$ cat config.mk
export PLATFORM = sky130hd
export DESIGN_NAME = uart_rx_to_axi_stream
export DESIGN_NICKNAME = d
export VERILOG_FILES = /design/src/rtl/uart_rx_to_axi_stream.sv
export SDC_FILE = /design/constraint.sdc
export NUM_CORES = 1
export LEC_CHECK = 0
export CORE_MARGIN = 2
export CORE_UTILIZATION = 35
export CTS_CLUSTER_SIZE = 28
export DETAILED_ROUTE_END_ITERATION = 6
export PLACE_DENSITY = 0.55
export SLEW_MARGIN = 5
export SYNTH_ARGS = -nofsm -noshare
export SYNTH_HDL_FRONTEND = slang
export SYNTH_SLANG_ARGS = --single-unit
$ cat constraint.sdc
create_clock -name clk -period 2.5 [get_ports clk]
set_input_delay 0.75 -clock clk [delete_from_list [all_inputs] [get_ports clk]]
set_output_delay 0.75 -clock clk [all_outputs]
set_load 0.02 [all_outputs]
$ cat src/rtl/uart_rx_to_axi_stream.sv
// UART frame receiver: NUM_WORDS LSB-first packets per frame, delivered as one
// AXI-Stream beat through a single-entry output register.
module uart_rx_to_axi_stream #(
  parameter int CLOCKS_PER_PULSE = 4,
  parameter int W_OUT            = 16,
  parameter int BITS_PER_WORD    = 8,
  parameter int PACKET_SIZE      = BITS_PER_WORD + 5
) (
  input  logic                                              clk,
  input  logic                                              rstn,
  input  logic                                              rx,
  output logic [W_OUT/BITS_PER_WORD-1:0][BITS_PER_WORD-1:0] m_data,
  output logic                                              m_valid,
  input  logic                                              m_ready,
  output logic                                              framing_err,
  output logic                                              overflow
);

  localparam int NUM_WORDS = W_OUT / BITS_PER_WORD;
  localparam int END_BITS  = PACKET_SIZE - BITS_PER_WORD - 1;
  localparam int CW        = $clog2(CLOCKS_PER_PULSE);
  localparam int BW        = $clog2(BITS_PER_WORD + 1);
  localparam int WW        = (NUM_WORDS > 1) ? $clog2(NUM_WORDS) : 1;
  localparam int BI        = (BITS_PER_WORD > 1) ? $clog2(BITS_PER_WORD) : 1;

  localparam logic [CW-1:0] HALF_M1   = CW'(CLOCKS_PER_PULSE / 2 - 1);
  localparam logic [CW-1:0] FULL_M1   = CW'(CLOCKS_PER_PULSE - 1);
  localparam logic [BW-1:0] LAST_BIT  = BW'(BITS_PER_WORD - 1);
  localparam logic [WW-1:0] LAST_WORD = WW'(NUM_WORDS - 1);

  if (CLOCKS_PER_PULSE < 4 || (CLOCKS_PER_PULSE % 2) != 0) begin : g_bad_cpp
    $error("CLOCKS_PER_PULSE must be even and >= 4");
  end
  if ((W_OUT % BITS_PER_WORD) != 0) begin : g_bad_wout
    $error("W_OUT must be a multiple of BITS_PER_WORD");
  end
  if (END_BITS < 1) begin : g_bad_end
    $error("PACKET_SIZE must leave at least one stop bit");
  end

  typedef enum logic [2:0] {IDLE, START, DATA, STOP, WAIT_IDLE} state_t;

  state_t                                     state;
  logic                                       rx_meta, rx_s;
  logic [CW-1:0]                              clk_cnt;
  logic [BW-1:0]                              bit_cnt;
  logic [WW-1:0]                              word_cnt;
  logic [NUM_WORDS-1:0][BITS_PER_WORD-1:0]    asm_buf;

  // Synchroniser resets to the idle line level so no false start follows reset.
  always_ff @(posedge clk or negedge rstn) begin
    if (!rstn) begin
      rx_meta <= 1'b1;
      rx_s    <= 1'b1;
    end else begin
      rx_meta <= rx;
      rx_s    <= rx_meta;
    end
  end

  always_ff @(posedge clk or negedge rstn) begin
    if (!rstn) begin
      state       <= IDLE;
      clk_cnt     <= '0;
      bit_cnt     <= '0;
      word_cnt    <= '0;
      asm_buf     <= '0;
      m_data      <= '0;
      m_valid     <= 1'b0;
      framing_err <= 1'b0;
      overflow    <= 1'b0;
    end else begin
      framing_err <= 1'b0;
      overflow    <= 1'b0;
      if (m_valid && m_ready) m_valid <= 1'b0;

      case (state)
        IDLE: begin
          clk_cnt <= '0;
          if (!rx_s) state <= START;
        end
        // Mid-start-bit recheck rejects short glitches silently.
        START: begin
          if (clk_cnt == HALF_M1) begin
            clk_cnt <= '0;
            bit_cnt <= '0;
            state   <= rx_s ? IDLE : DATA;
          end else begin
            clk_cnt <= clk_cnt + CW'(1);
          end
        end
        DATA: begin
          if (clk_cnt == FULL_M1) begin
            clk_cnt                              <= '0;
            asm_buf[word_cnt][bit_cnt[BI-1:0]]   <= rx_s;
            bit_cnt                              <= bit_cnt + BW'(1);
            if (bit_cnt == LAST_BIT) state <= STOP;
          end else begin
            clk_cnt <= clk_cnt + CW'(1);
          end
        end
        STOP: begin
          if (clk_cnt == FULL_M1) begin
            clk_cnt <= '0;
            if (!rx_s) begin
              framing_err <= 1'b1;
              word_cnt    <= '0;
              state       <= WAIT_IDLE;
            end else begin
              state <= IDLE;
              if (word_cnt == LAST_WORD) begin
                word_cnt <= '0;
                // A held beat wins; the fresh frame is dropped and flagged.
                if (m_valid && !m_ready) begin
                  overflow <= 1'b1;
                end else begin
                  m_data  <= asm_buf;
                  m_valid <= 1'b1;
                end
              end else begin
                word_cnt <= word_cnt + WW'(1);
              end
            end
          end else begin
            clk_cnt <= clk_cnt + CW'(1);
          end
        end
        WAIT_IDLE: if (rx_s) state <= IDLE;
        default:   state <= IDLE;
      endcase
    end
  end

endmodule

==> out/metrics.cfg, run 1 <==
[run_status]
status = complete, no violations

[clocking]
clock-root-buffer = clkbuf_8
path_clk_slew_ps = 90
htree_levels = 2
cts_sinks = 47
ctsResizeCount = 0
clk_path_buf_depth = 2
insertion_delay_ps = 300
postCtsSetupBuffers = 0
cts_tree = yes
hold_buffers = 0
cts_buffers = 5

[layout]
final_util = 0.428
syn2layout_area_growth_pct = 19.3
fin_area_um2 = 2510
drive_above_1_share = 0.274
antenna_cells = 0
nets = 193

[routing]
drt_first_iter_violations = 84
wirelength_mm = 3.67
viasPerCell = 5.05
drc_errors = 0
firstDrtPassIters = 4
drtAntennaViolNets = 0
wl_per_cell_um = 14.1
num_vias = 1319

[synth]
synth.largest_area_cell = dfrtp_1
ys_warn_count = 0
syn_avg_cell_area_um2 = 12.8
synth_top_family_by_area = multiplexers
synth.distinct_cells = 34
synthAdderAreaFrac = 0.0238
synth-compound-area-share = 0.0494
syn-num-nets = 172
muxShareOfSynthArea = 0.186
synth-simple-area-share = 0.142
synthXorXnorAreaFrac = 0.00417
seq_area_frac_synth = 0.561
yosys_register_bits = 47
netlist_instances = 164
ys_top_cells_by_area = dfrtp_1 (54%), mux2_2 (18%), dfstp_2 (2.5%)
yosysTopAreaCellShare = 0.536
syn_area_um2 = 2100

[sta]
relSlewSlack = 0.642
min_period_over_period = 0.805
rsz0062_at_grt = false
worst_pin_slew_ps = 537
fmax_ghz = 0.497
fin_skew_ps = 2.59
finalHoldViolCount = 0
setup_violations = 0
fin_crit_ps = 2010
slew_violations = 0
final.setup.tns_ps = 0

[placed_design]
place_congestion = 0.726
placedInstanceArea_um2 = 2400
dp_hpwl_mm = 2.59
io_buffers = 22

[critical_path]
cp.required_ps = 1750
arrival_ps = 1260
critPathMaxFanout = 2
crit_type = flip-flop to output pin
cp-start-kind = flip-flop
cp_cell_sequence = clkdlybuf4s50_1
r2r_cells = 5
slowest_stage = clkdlybuf4s50_1
r2r-end = asm_buf[8]
cp_top_family = buffers and inverters
r2r_slack_ps = 550
critPathMaxStageDelay_ps = 600
endpoint_kind = output pin
crit_start = m_data[0]
r2r-start = clk_cnt[0]
crit_buf_inv = 1
path_depth = 1
endpoint = m_data[0]

[hold_path]
hp-class = flip-flop to flip-flop
hold_depth = 0

[floorplan]
start_util = 0.359
pin_count = 23
rows = 28
die_y_um = 81.5
core-area_um2 = 5850
dieArea_um2 = 6640
die_w_um = 81.5

[global_route]
grt-ovfl-total = 0
grt_start_max_net_pins = 26
grt_pass1_vias = 1314
grt_usage = 0.129
grt_pass1_wl_mm = 6.47
antenna_found_initial = 0

[run]
drv_cap = 0

[power_and_ir_drop]
powerDensity_nw_per_um2 = 730
p_leak_nw = 1.12
peakVddDrop_mv = 0.287

## through the flow
stage / hold WS [ps] / setup slack, ps / power (mW) / instances
floorplan: 345 / 647 / 1.24 / 164
CTS: 360 / 458 / 1.85 / 261
detailed placement: 347 / 269 / 1.35 / 253
global route: 371 / 417 / 1.95 / 261
finish: 359 / 487 / 1.83 / 261
global placement: 348 / 294 / 1.31 / 253
## flip-flops by register name (all words and copies together) (netlist names)
name	count
rx_s	1
overflow	1
bit_cnt	4
rx_meta	1
framing_err	1
word_cnt	1
clk_cnt	2
m_valid	1
m_data	16
asm_buf	16
state	3
## area by class of cell
cell class                      count  area [um^2]
Tap cell                           75         93.8
Clock inverter                      1         7.51
Timing Repair Buffer               26          270
Inverter                            2         7.51
Multi-Input combinational cell    103          852
Fill cell                         543         3340
Clock buffer                        7         96.3
Sequential cell                    47         1180
## cell usage after synthesis
master	count
nand4b_4	1
mux2i_1	2
nor2b_1	2
a21o_1	2
o211ai_1	1
o21ai_0	3
a211oi_1	2
nand4b_1	1
nor2_1	7
dfstp_2	2
buf_4	1
nor3_1	7
ha_1	4
clkbuf_1	5
xnor2_1	1
o21ba_2	1
a21oi_1	3
nand2b_1	5
nor4bb_1	2
or3b_1	1
buf_2	5
dfrtp_1	45
mux2_2	33
nand4_1	2
buf_6	1
nand2_1	9
nand3b_1	2
nand3_1	3
a22o_1	2
inv_1	2
nor4_1	4
nand4bb_1	1
a2bb2oi_1	1
nor3b_4	1
## logic make-up (layout without fill, tap and decap cells)
logic type               Yosys count  count (layout)
XOR/XNOR                           1               1
AO/OA/AOI/OAI                     15              15
AND/OR/NAND/NOR                   48              48
buffers and inverters             14              36
multiplexers                      35              35
flip-flops                        47              47
adder cells (fa/ha/maj)            4               4
## per-layer routing
layer	track usage	vias to the layer above	wire length (um)
met5	0	-	0
met1	0.171	665	1650
li1	-	626	-
met2	0.202	20	1840
met4	0.0593	0	76
met3	0.0308	8	109
## power breakdown
| part | internal [mW] | switching [mW] |
|---|---|---|
| combinational | 0.176 | 0.173 |
| sequential | 0.838 | 0.136 |
| clock | 0.252 | 0.255 |
## cell usage in the layout, fill, tap and decap left out, drive strengths merged, types with 3 or more instances in the layout
master	instances
nand2b	5
o21ai	3
nor4	4
a21oi	3
mux2	33
nor2	7
nor3	7
dfrtp	45
ha	4
nand3	3
clkbuf	7
nand2	9
clkdlybuf4s50	21
buf	5
## how the worst min path moves through the flow
| stage | startpoint | endpoint |
|---|---|---|
| after CTS | rx_meta | rx_s |
| after floorplan | rx_meta | rx_s |
| after global routing | rx_meta | rx_s |
| final | rx_meta | rx_s |
| after detailed placement | rx_meta | rx_s |
| after global placement | rx_meta | rx_s |
Note: power is estimated with default switching activity, not from simulation.
==> run 2, diff against run 1 <==
--- a/config.mk
+++ b/config.mk
@@ -9,7 +9,7 @@
 export CORE_UTILIZATION = 35
 export CTS_CLUSTER_SIZE = 28
 export DETAILED_ROUTE_END_ITERATION = 6
-export PLACE_DENSITY = 0.55
+export PLACE_DENSITY = 0.57
 export SLEW_MARGIN = 5
 export SYNTH_ARGS = -nofsm -noshare
 export SYNTH_HDL_FRONTEND = slang
==> constraint.sdc (replaced) <==
create_clock -name clk -period 1.7 [get_ports clk]
set_input_delay 0.51 -clock clk [delete_from_list [all_inputs] [get_ports clk]]
set_output_delay 0.51 -clock clk [all_outputs]
set_load 0.02 [all_outputs]
==> out/metrics.cfg, run 2 (same netlist as run 1, synthesis figures left out) <==
[routing]
wirelength_mm = 3.81
drt_first_iter_violations = 85
drc_errors = 0
num_vias = 1357
firstDrtPassIters = 4
wl_per_cell_um = 13.8
viasPerCell = 4.92
drtAntennaViolNets = 0

[global_route]
grt_usage = 0.130
grt_pass1_wl_mm = 6.67
grt-ovfl-total = 0
antenna_found_initial = 0
grt_start_max_net_pins = 25
grt_pass1_vias = 1451

[floorplan]
die_w_um = 81.5
start_util = 0.359
pin_count = 23
dieArea_um2 = 6640
die_y_um = 81.5
rows = 28
core-area_um2 = 5850

[placed_design]
place_congestion = 0.750
placedInstanceArea_um2 = 2500
placed_cells = 264
io_buffers = 22
dp_hpwl_mm = 2.72

[sta]
rsz0062_at_grt = true
hold_slack_ps = 133
fmax_ghz = 0.597
fin_skew_ps = 11.6
setup_violations = 0
finalHoldViolCount = 0
worst_pin_slew_ps = 415
final.setup.tns_ps = 0
fin_crit_ps = 1680
slew_violations = 0
min_period_over_period = 0.986
relSlewSlack = 0.723

[clocking]
clock-root-buffer = clkbuf_8
cts_sinks = 47
clk_path_buf_depth = 2
cts_buffers = 5
cts_tree = yes
insertion_delay_ps = 300
htree_levels = 2
path_clk_slew_ps = 90
hold_buffers = 0

[layout]
nets = 208
layout.cells.most_common = dfrtp_1
drive_above_1_share = 0.378
syn2layout_area_growth_pct = 26.9
mostFrequentLayoutCells = dfrtp_1 (43), mux2_2 (32), dlygate4sd2_1 (19)
fillers = 556
fin_area_um2 = 2670
antenna_cells = 0
final_util = 0.456
finalNonFillerCells = 276
top_regs = asm_buf: 16 flops, m_data: 16 flops, bit_cnt: 4 flops

[power_and_ir_drop]
power_switching_share = 0.305
p_leak_nw = 1.29
power_frac_comb = 0.274
clkPwrFrac = 0.254
power_frac_seq = 0.472
p_int_mw = 2.01
powerDensity_nw_per_um2 = 1080
peakVddDrop_mv = 0.539
switching_power_mw = 0.879

[critical_path]
critPathMaxFanout = 12
critPathMaxStageDelay_ps = 410
endpoint_kind = flip-flop
arrival_ps = 1860
cp.required_ps = 1880
slowest_stage = dfrtp_1
cp_cell_sequence = ha_4 -> nand4bb_1 -> buf_6 -> or3b_4 -> mux2_2
cp-start-kind = flip-flop
crit_type = flip-flop to flip-flop

[run]
drv_cap = 0

[run_status]
status = complete, no violations

[hold_path]
hp-class = input pin to async pin

-- run 2: changes by cell type in the layout (fill, tap and decap cells not counted), moves of 2 or more --
cell	delta
dfrtp_1	-2
buf_4	+14
dlygate4sd2_1	+19
clkdlybuf4s50_1	-19
dfrtp_2	+2
nor4_2	+4
nor4_1	-4
-- run 2: critical path, delay by kind of cell (launching register included) --
kind	cells	cell delay, ps
and+or+nand+nor	2	520
DFF	1	410
muxes	1	270
buffers and inverters	1	180
adders and majority gates	1	170
-- run 2: per-stage QoR --
step | power, mW | setup WS, ps
6_report | 2.89 | 23.9
4_1_cts | 2.84 | 7.35
2_1_floorplan | 1.84 | -11.5
5_1_grt | 3.09 | -25.1
3_5_place_dp | 2.10 | -278
3_3_place_gp | 2.07 | -257
-- run 2: repair_timing --
item,CTS,global route
gates resized for setup,21,10
endpoints found under the hold margin,0,0
buffers inserted,0,4
endpoints found under the setup margin,22,15
pin swaps,1,1
-- run 2: final timing paths --
path                                  from     endpoint  slack, ps  cells past startpoint
max in group asynchronous             rstn   asm_buf[0]       1100                      2
worst min-delay path                  rstn  asm_buf[13]        130                      1
worst min register to register     rx_meta         rx_s        360                      0
worst max-delay path            clk_cnt[1]   asm_buf[5]         20                      5
worst max register to register  clk_cnt[1]   asm_buf[5]         20                      5
min in group clk                   rx_meta         rx_s        360                      0
-- run 2: power groups by stage --
stage          Combinational [mW]  Sequential [mW]  Clock, mW
2_1_floorplan               0.498             1.35          0
3_3_place_gp                0.698             1.37          0
3_5_place_dp                0.730             1.37          0
4_1_cts                     0.730             1.35      0.753
5_1_grt                     0.889             1.38      0.815
6_report                    0.792             1.36      0.732
-- run 2: per-layer routing --
layer,GRT usage,up-vias,part of all wire
li1,-,652,-
met1,0.171,674,0.46
met2,0.210,24,0.49
met3,0.0209,7,0.027
met4,0.0610,0,0.018
met5,0,-,0
-- run 2: layout make-up --
class	instances	area [um^2]	share of cell area
inverter	2	7.51	0.00282
timing repair buffer	41	363	0.136
clock inverter	1	7.51	0.00282
sequential	47	1180	0.443
multi-input combinational	103	916	0.344
clock buffer	7	96.3	0.0362
tap	75	93.8	0.0352
